<file path="src/rtl/note_divider_if.sv">
// ============================================================================
// Module      : note_divider_if
// Description : Control and status bundle for the note_divider tone generator.
//               Carries the octave select only when NOTE_DIVIDER_OCTAVE_EN
//               is defined.
// Revision    : 1.0 - initial release
// ============================================================================
`default_nettype none

interface note_divider_if #(
  parameter int CNT_W = 12
);
  logic             en;
  logic [3:0]       note;
`ifdef NOTE_DIVIDER_OCTAVE_EN
  logic [1:0]       octave;
`endif
  logic             tone;
  logic             clr;
  logic [CNT_W-1:0] cnt;
  logic [3:0]       note_q;
  logic             active;

  // Controller side: drives requests, observes the generator.
  modport master (
    output en,
    output note,
`ifdef NOTE_DIVIDER_OCTAVE_EN
    output octave,
`endif
    input  tone,
    input  clr,
    input  cnt,
    input  note_q,
    input  active
  );

  // Generator side.
  modport slave (
    input  en,
    input  note,
`ifdef NOTE_DIVIDER_OCTAVE_EN
    input  octave,
`endif
    output tone,
    output clr,
    output cnt,
    output note_q,
    output active
  );
endinterface

`default_nettype wire

</file>
<file path="src/rtl/note_divider.sv">
// ============================================================================
// Module      : note_divider
// Description : Square-wave note generator. A period counter runs to a
//               per-note terminal value and toggles the tone output on each
//               terminal count. Note changes between playing codes are
//               deferred to the half-period boundary; pause codes act at once.
//               Optional macro NOTE_DIVIDER_OCTAVE_EN adds an octave select
//               that divides the half-period by 2^octave.
// Revision    : 1.0 - initial release
// ============================================================================
`default_nettype none

module note_divider #(
  parameter int   CNT_W     = 12,
  parameter logic PAUSE_LVL = 1'b0
) (
  input  logic          clk,
  input  logic          rst,
  note_divider_if.slave bus
);

  logic [CNT_W-1:0] cnt;
  logic             tone;
  logic             clr;
  logic [3:0]       note_q;
  logic [CNT_W-1:0] base;
  logic [CNT_W-1:0] term;
  logic             active;
  logic             note_play;
  logic             note_new;
`ifdef NOTE_DIVIDER_OCTAVE_EN
  logic [1:0]       octave_q;
`endif

  function automatic logic is_play(input logic [3:0] code);
    return (code != 4'd0) && (code <= 4'd8);
  endfunction

  assign active    = is_play(note_q);
  assign note_play = is_play(bus.note);
  assign note_new  = (bus.note != note_q);

  // Base half-period terminal value for the note currently playing.
  always_comb begin
    base = '0;
    case (note_q)
      4'd1:    base = CNT_W'(10'd956);
      4'd2:    base = CNT_W'(10'd851);
      4'd3:    base = CNT_W'(10'd758);
      4'd4:    base = CNT_W'(10'd716);
      4'd5:    base = CNT_W'(10'd638);
      4'd6:    base = CNT_W'(10'd568);
      4'd7:    base = CNT_W'(10'd506);
      4'd8:    base = CNT_W'(10'd478);
      default: base = '0;
    endcase
  end

  // Terminal value: half-period length P+1 is divided by 2^octave when enabled.
`ifdef NOTE_DIVIDER_OCTAVE_EN
  always_comb begin
    term = ((base + CNT_W'(1)) >> octave_q) - CNT_W'(1);
  end
`else
  always_comb begin
    term = base;
  end
`endif

  // Counter, tone, note latch and terminal pulse; pauses act immediately,
  // playing-note changes only at the half-period boundary.
  always_ff @(posedge clk or posedge rst) begin
    if (rst) begin
      cnt      <= '0;
      tone     <= PAUSE_LVL;
      clr      <= 1'b0;
      note_q   <= 4'd0;
`ifdef NOTE_DIVIDER_OCTAVE_EN
      octave_q <= 2'd0;
`endif
    end else begin
      clr <= 1'b0;
      if (bus.en) begin
        if (!note_play && note_new) begin
          note_q   <= bus.note;
`ifdef NOTE_DIVIDER_OCTAVE_EN
          octave_q <= bus.octave;
`endif
          cnt      <= '0;
          tone     <= PAUSE_LVL;
        end else if (!active) begin
          if (note_play) begin
            note_q   <= bus.note;
`ifdef NOTE_DIVIDER_OCTAVE_EN
            octave_q <= bus.octave;
`endif
            cnt      <= '0;
            tone     <= PAUSE_LVL;
          end
        end else if (cnt == term) begin
          cnt      <= '0;
          tone     <= ~tone;
          clr      <= 1'b1;
          note_q   <= bus.note;
`ifdef NOTE_DIVIDER_OCTAVE_EN
          octave_q <= bus.octave;
`endif
        end else begin
          cnt <= cnt + CNT_W'(1);
        end
      end
    end
  end

  assign bus.cnt    = cnt;
  assign bus.tone   = tone;
  assign bus.clr    = clr;
  assign bus.note_q = note_q;
  assign bus.active = active;

endmodule

`default_nettype wire
</file>
<file path="src/flat_wrapper.sv">
// flat-port wrapper written by rule: the top's interface ports become plain ports
module note_divider_flat 
#(
  parameter int   CNT_W     = 12,
  parameter logic PAUSE_LVL = 1'b0
)
  (clk, rst, bus_en, bus_note, bus_tone, bus_clr, bus_cnt, bus_note_q, bus_active);
  note_divider_if #(.CNT_W(CNT_W)) bus_i ();
  input  logic clk;
  input  logic rst;
  input wire logic [$bits(bus_i.en)-1:0] bus_en;
  input wire logic [$bits(bus_i.note)-1:0] bus_note;
  output wire logic [$bits(bus_i.tone)-1:0] bus_tone;
  output wire logic [$bits(bus_i.clr)-1:0] bus_clr;
  output wire logic [$bits(bus_i.cnt)-1:0] bus_cnt;
  output wire logic [$bits(bus_i.note_q)-1:0] bus_note_q;
  output wire logic [$bits(bus_i.active)-1:0] bus_active;
  assign bus_i.en = bus_en;
  assign bus_i.note = bus_note;
  assign bus_tone = bus_i.tone;
  assign bus_clr = bus_i.clr;
  assign bus_cnt = bus_i.cnt;
  assign bus_note_q = bus_i.note_q;
  assign bus_active = bus_i.active;
  note_divider #(.CNT_W(CNT_W), .PAUSE_LVL(PAUSE_LVL)) u_core (.clk(clk), .rst(rst), .bus(bus_i));
endmodule
</file>
<file path="config.mk">
export PLATFORM = sky130hd
export DESIGN_NAME = note_divider_flat
export DESIGN_NICKNAME = d
export VERILOG_FILES = /design/src/rtl/note_divider_if.sv /design/src/rtl/note_divider.sv /design/src/flat_wrapper.sv
export SDC_FILE = /design/constraint.sdc
export NUM_CORES = 1
export LEC_CHECK = 0
export ABC_AREA = 1
export CORE_MARGIN = 1.5
export CORE_UTILIZATION = 40
export CTS_CLUSTER_DIAMETER = 60
export CTS_CLUSTER_SIZE = 12
export DETAILED_ROUTE_END_ITERATION = 10
export PLACE_DENSITY_LB_ADDON = 0.12
export SYNTH_ARGS = -nofsm -noshare
export SYNTH_HDL_FRONTEND = slang
export SYNTH_SLANG_ARGS = --single-unit
</file>
<file path="constraint.sdc">
create_clock -name clk -period 5.53 [get_ports clk]
set_input_delay 0.8295 -clock clk [delete_from_list [all_inputs] [get_ports clk]]
set_output_delay 0.8295 -clock clk [all_outputs]
set_load 0.02 [all_outputs]
</file>
Word-level counts from Yosys, hierarchy flattened
Memories as Yosys holds them, arrays and structs flattened.
Cells that the tools add are included.
{ "word_totals": {"rom_bits": 160, "reg_bits": 18, "n_memories": 1, "output_inout_bits": 19, "word_cells": 37} }
{ "op_classes": {"n_eq_ne": 3, "bitwise_logic": 1, "order_cmp": 2, "reduce_logical": 9, "add_sub_neg": 1, "mux": 16} }
{ "memory_table": {"columns": ["name", "depth", "width", "read_ports", "rd_clocked_by_memory_dff", "write_ports", "line", "text"], "rows": [
  ["(name not given)", 16, 10, 1, 0, 0, "note_divider.sv:46", "case (note_q)"]
]} }
{ "ops": {"columns": ["op", "n"], "rows": [
  ["2-to-1 mux 12 bit", 4],
  ["2-to-1 mux 4 bit", 4],
  ["adder 12 x 1 -> 12 bit (second input constant)", 1],
  ["equality test 12 bit", 1],
  ["less-or-equal comparator 4 bit (second input constant)", 2],
  ["2-to-1 mux 1 bit", 8],
  ["nonzero test 4 bit", 2],
  ["inequality test 4 bit", 1],
  ["logical AND 1 bit", 3],
  ["inequality test 3 x 1 -> 1 bit (second input constant)", 1],
  ["AND reduction 3 bit", 1],
  ["nonzero test 3 bit", 1],
  ["AND reduction 2 bit", 1],
  ["zero test 1 bit", 1],
  ["NOT 1 bit", 1]
]} }

Depth between registers and ports, before layout
{ "depth": {"word_depth": 6, "ltp_mapped": 15, "depth_no_buf": 15} }

Worst setup path before layout
OpenSTA, ideal clock, no wires.
{ "synth_path": {"path_kind": "reg2out", "from": "register u_core.note_q[0] (netlist: u_core.bus.note_q[0])", "to": "output bus_active", "t_required_ns": 4.701, "arrival_ns": 1.382, "path_slack_ns": 3.318, "path_stages_with_launch": 7, "n_path_buf": 0, "cell_sequence": "dfrtp_1 inv_1 ha_1 nand2_2 nand2_2 o21ai_2 inv_2"} }
{ "synth_between": {"elab_chain_cells": 2, "word_cells_on_any_way": 3} }
{ "synth_rtl": {"columns": ["item", "line", "text"], "rows": [
  ["start: declaration", "note_divider.sv:25", "logic [3:0] note_q;"],
  ["start signal: assignment", "note_divider.sv:85", "note_q <= bus.note;"],
  ["start signal: assignment", "note_divider.sv:93", "note_q <= bus.note;"],
  ["start signal: assignment", "note_divider.sv:104", "note_q <= bus.note;"],
  ["less-or-equal comparator 4 bit / nonzero test 4 bit (equally long branches)", "note_divider.sv:36", "return (code != 4'd0) && (code <= 4'd8);"],
  ["logical AND 1 bit (*)", "note_divider.sv:36", null],
  ["end: declaration", "flat_wrapper.sv:17", "output wire logic [$bits(bus_i.active)-1:0] bus_active;"]
]} }
Mark *: on every way between the ends. The rest lies on a longest branch, timed or not.

Worst setup path in the final report
Same ends and word-level chain as after synthesis.

==> impl_metrics.yaml <==
outcome:
  status: "completed"
logic_synthesis:
  syn-num-nets: 260
  synth_area_leaders: "dfrtp_1 (27%), nand2_1 (18%), nand3_1 (8.8%)"
  synth_edf_count: 0
  synth_top_flop_cell: "dfrtp_1"
  synthCells: 245
  syn_area_um2: 1650
  syn_area_per_cell_um2: 6.73
  synth_seq_cells: 18
  ys_async_sr_fraction_pct: 100
  ys_seq_area_share_pct: 27.3
  yosys.area.top_type: "dfrtp_1"
  synth_cell_types: 28
  yosysTopAreaCellShare_pct: 27.3
  ys_warn_count: 0
floorplan:
  fp.dieH_um: 67.2
  start_util_pct: 41.5
  core-area_um2: 3970
  die_w_um: 67.2
  num_rows: 23
  ios: 26
  die_area_um2: 4510
setup_path:
  r2r_end: "u_core.bus.cnt[10]"
  arrival_ps: 2260
  crit_buf_inv: 3
  r2r-start: "u_core.bus.note_q[0]"
  path_class: "reg2out"
  slowest_stage: "clkdlybuf4s50_1"
  crit_family: "buffers and inverters"
  max_stage_delay_ps: 600
  cp.required_ps: 4700
  worst_setup_path_end_kind: "output port"
  rr_worst_depth: 13
  critPathLaunchType: "flop"
  cpMostUsedCell: "nand2_2"
  worstPathCellList: "inv_1 -> ha_1 -> nand2_2 -> nand2_2 -> o21ai_2 -> inv_2 -> clkdlybuf4s50_1"
  crit_fanout: 8
  rrSetupSlack_ps: 3250
place:
  placed_area_um2: 1930
  hpwl_um: 3220
  port_buffers: 25
  gp_congestion: 0.890
route:
  viasPerCell: 5.02
  via_count: 1612
  drtIter0Drc: 79
  wire_per_inst_um: 13.0
  drc: 0
  drtPass1Iterations: 4
  ant_nets: 0
  wl_um: 4180
power:
  total_leakage_power_nw: 0.944
  power_uw: 974
  vdd_drop_max_uv: 297
  powerDensity_nw_per_um2: 491
final_layout:
  areaGrowthSynthToFinish_pct: 20.5
  finalCoreUtilization_pct: 50.0
  nNetsFinal: 287
  layout-drive-gt1-share_pct: 16.6
  num_antenna_cells: 0
  layout_common_cells: "nand2_1 (80), nand3_1 (29), inv_1 (28)"
  post-route-cell-area_um2: 1990
  final_common_cell: "nand2_1"
sta:
  finalMaxSlewViolations: 0
  finalSetupViolCount: 0
  hold_viol: 0
  slew_headroom_pct: 51.2
  setup_tns_ps: 0
  hold_slack_ps: 518
  period_needed_ps: 3080
  post-route-period-util_pct: 55.8
  worst_pin_slew_ps: 730
  rsz0062_at_grt: "no"
  finClkSkew_ps: 13.7
  fmax_ghz: 0.324
cts:
  clock_latency_ps: 260
  clockBufferDepth: 2
  clkSinkCount: 18
  cts.clk_slew.worst_paths_ps: 80
  post_cts_buffers: 0
  cts_tree: "yes"
  cts_root_buf: "clkbuf_8"
  h-tree-depth: 1
  numCtsBuffers: 3
  ctsHoldBuffers: 0
  post_cts_resized: 0
grt:
  track_usage_pct: 20.4
  grt_max_degree: 19
  first_global_vias: 1420
  overflow: 0
  antenna_found_initial: 0
  grt_pass1_wl_um: 6910
worst_hold_path:
  whs_path_depth: 2
  holdPathEnd: "u_core.bus.tone"
  min-delay-path-class: "reg2reg"
  min-delay-start: "u_core.bus.tone"
run:
  cap_violations: 0
==> routing by layer <==
layer	global-route usage, %	vias to the layer above	share of wire (%)
li1	-	834	-
met1	30.3	734	49
met2	31.6	38	45
met3	2.67	6	4.4
met4	4.08	0	1.4
met5	0	-	0
==> tightest hold or removal path: stages (launching register included) <==
cell and delay [ps]:
dfrtp_1 380, nand2_1 60, nand2_1 50
==> report_power, final <==
group | internal [mW] | switching (mW)
clock network | 0.0634 | 0.0507
logic | 0.238 | 0.404
registers | 0.157 | 0.0608
total | 0.459 | 0.515
==> registers in the layout, summed over array words and instances, names as in the netlist <==
| register | cells |
|---|---|
| u_core.bus.tone | 1 |
| u_core.bus.cnt | 12 |
| u_core.bus.note_q | 4 |
| u_core.bus.clr | 1 |
==> cell usage after synthesis, types with 2 or more instances <==
cell	instances
nor2_1	12
nand2_2	9
xor2_1	5
nor4_1	3
nand4_1	9
nor2_2	19
o21ai_1	2
nand2_4	2
nand2_1	80
nand3_1	29
inv_2	2
ha_1	8
dfrtp_1	18
nor3_1	5
buf_6	2
inv_1	28
==> final cells by class <==
cell class	instances	area (um2)
multi-input combinational	191	1030
inverter	33	139
tap	50	62.6
timing repair buffer	25	250
sequential	18	450
fill	423	1990
clock buffer	4	55.1
==> through the flow <==
| stage | setup WS [ps] | instances |
|---|---|---|
| 2_1_floorplan | 3320 | 245 |
| 5_1_grt | 2300 | 321 |
| 3_3_place_gp | 2810 | 317 |
| 3_5_place_dp | 2750 | 317 |
| 4_1_cts | 2450 | 321 |
| 6_report | 2450 | 321 |
==> kinds of logic after synthesis <==
kind of cell    after synthesis  share of synthesized area [%]
simple gates                172                           51.2
buf+inv                      36                           10.3
flops                        18                           27.3
fa+ha+maj                     8                           6.07
compound gates                6                           2.51
xor+xnor                      5                           2.66
==> how the worst max path moves through the flow <==
stage,startpoint,end,cells past startpoint
2_1_floorplan,u_core.bus.note_q[0],bus_active,6
3_3_place_gp,u_core.bus.note_q[0],bus_active,7
3_5_place_dp,u_core.bus.note_q[0],bus_active,7
4_1_cts,u_core.bus.note_q[0],bus_active,7
5_1_grt,u_core.bus.note_q[0],bus_active,7
6_report,u_core.bus.note_q[0],bus_active,7
No activity file was read; power rests on OpenSTA's default activity.
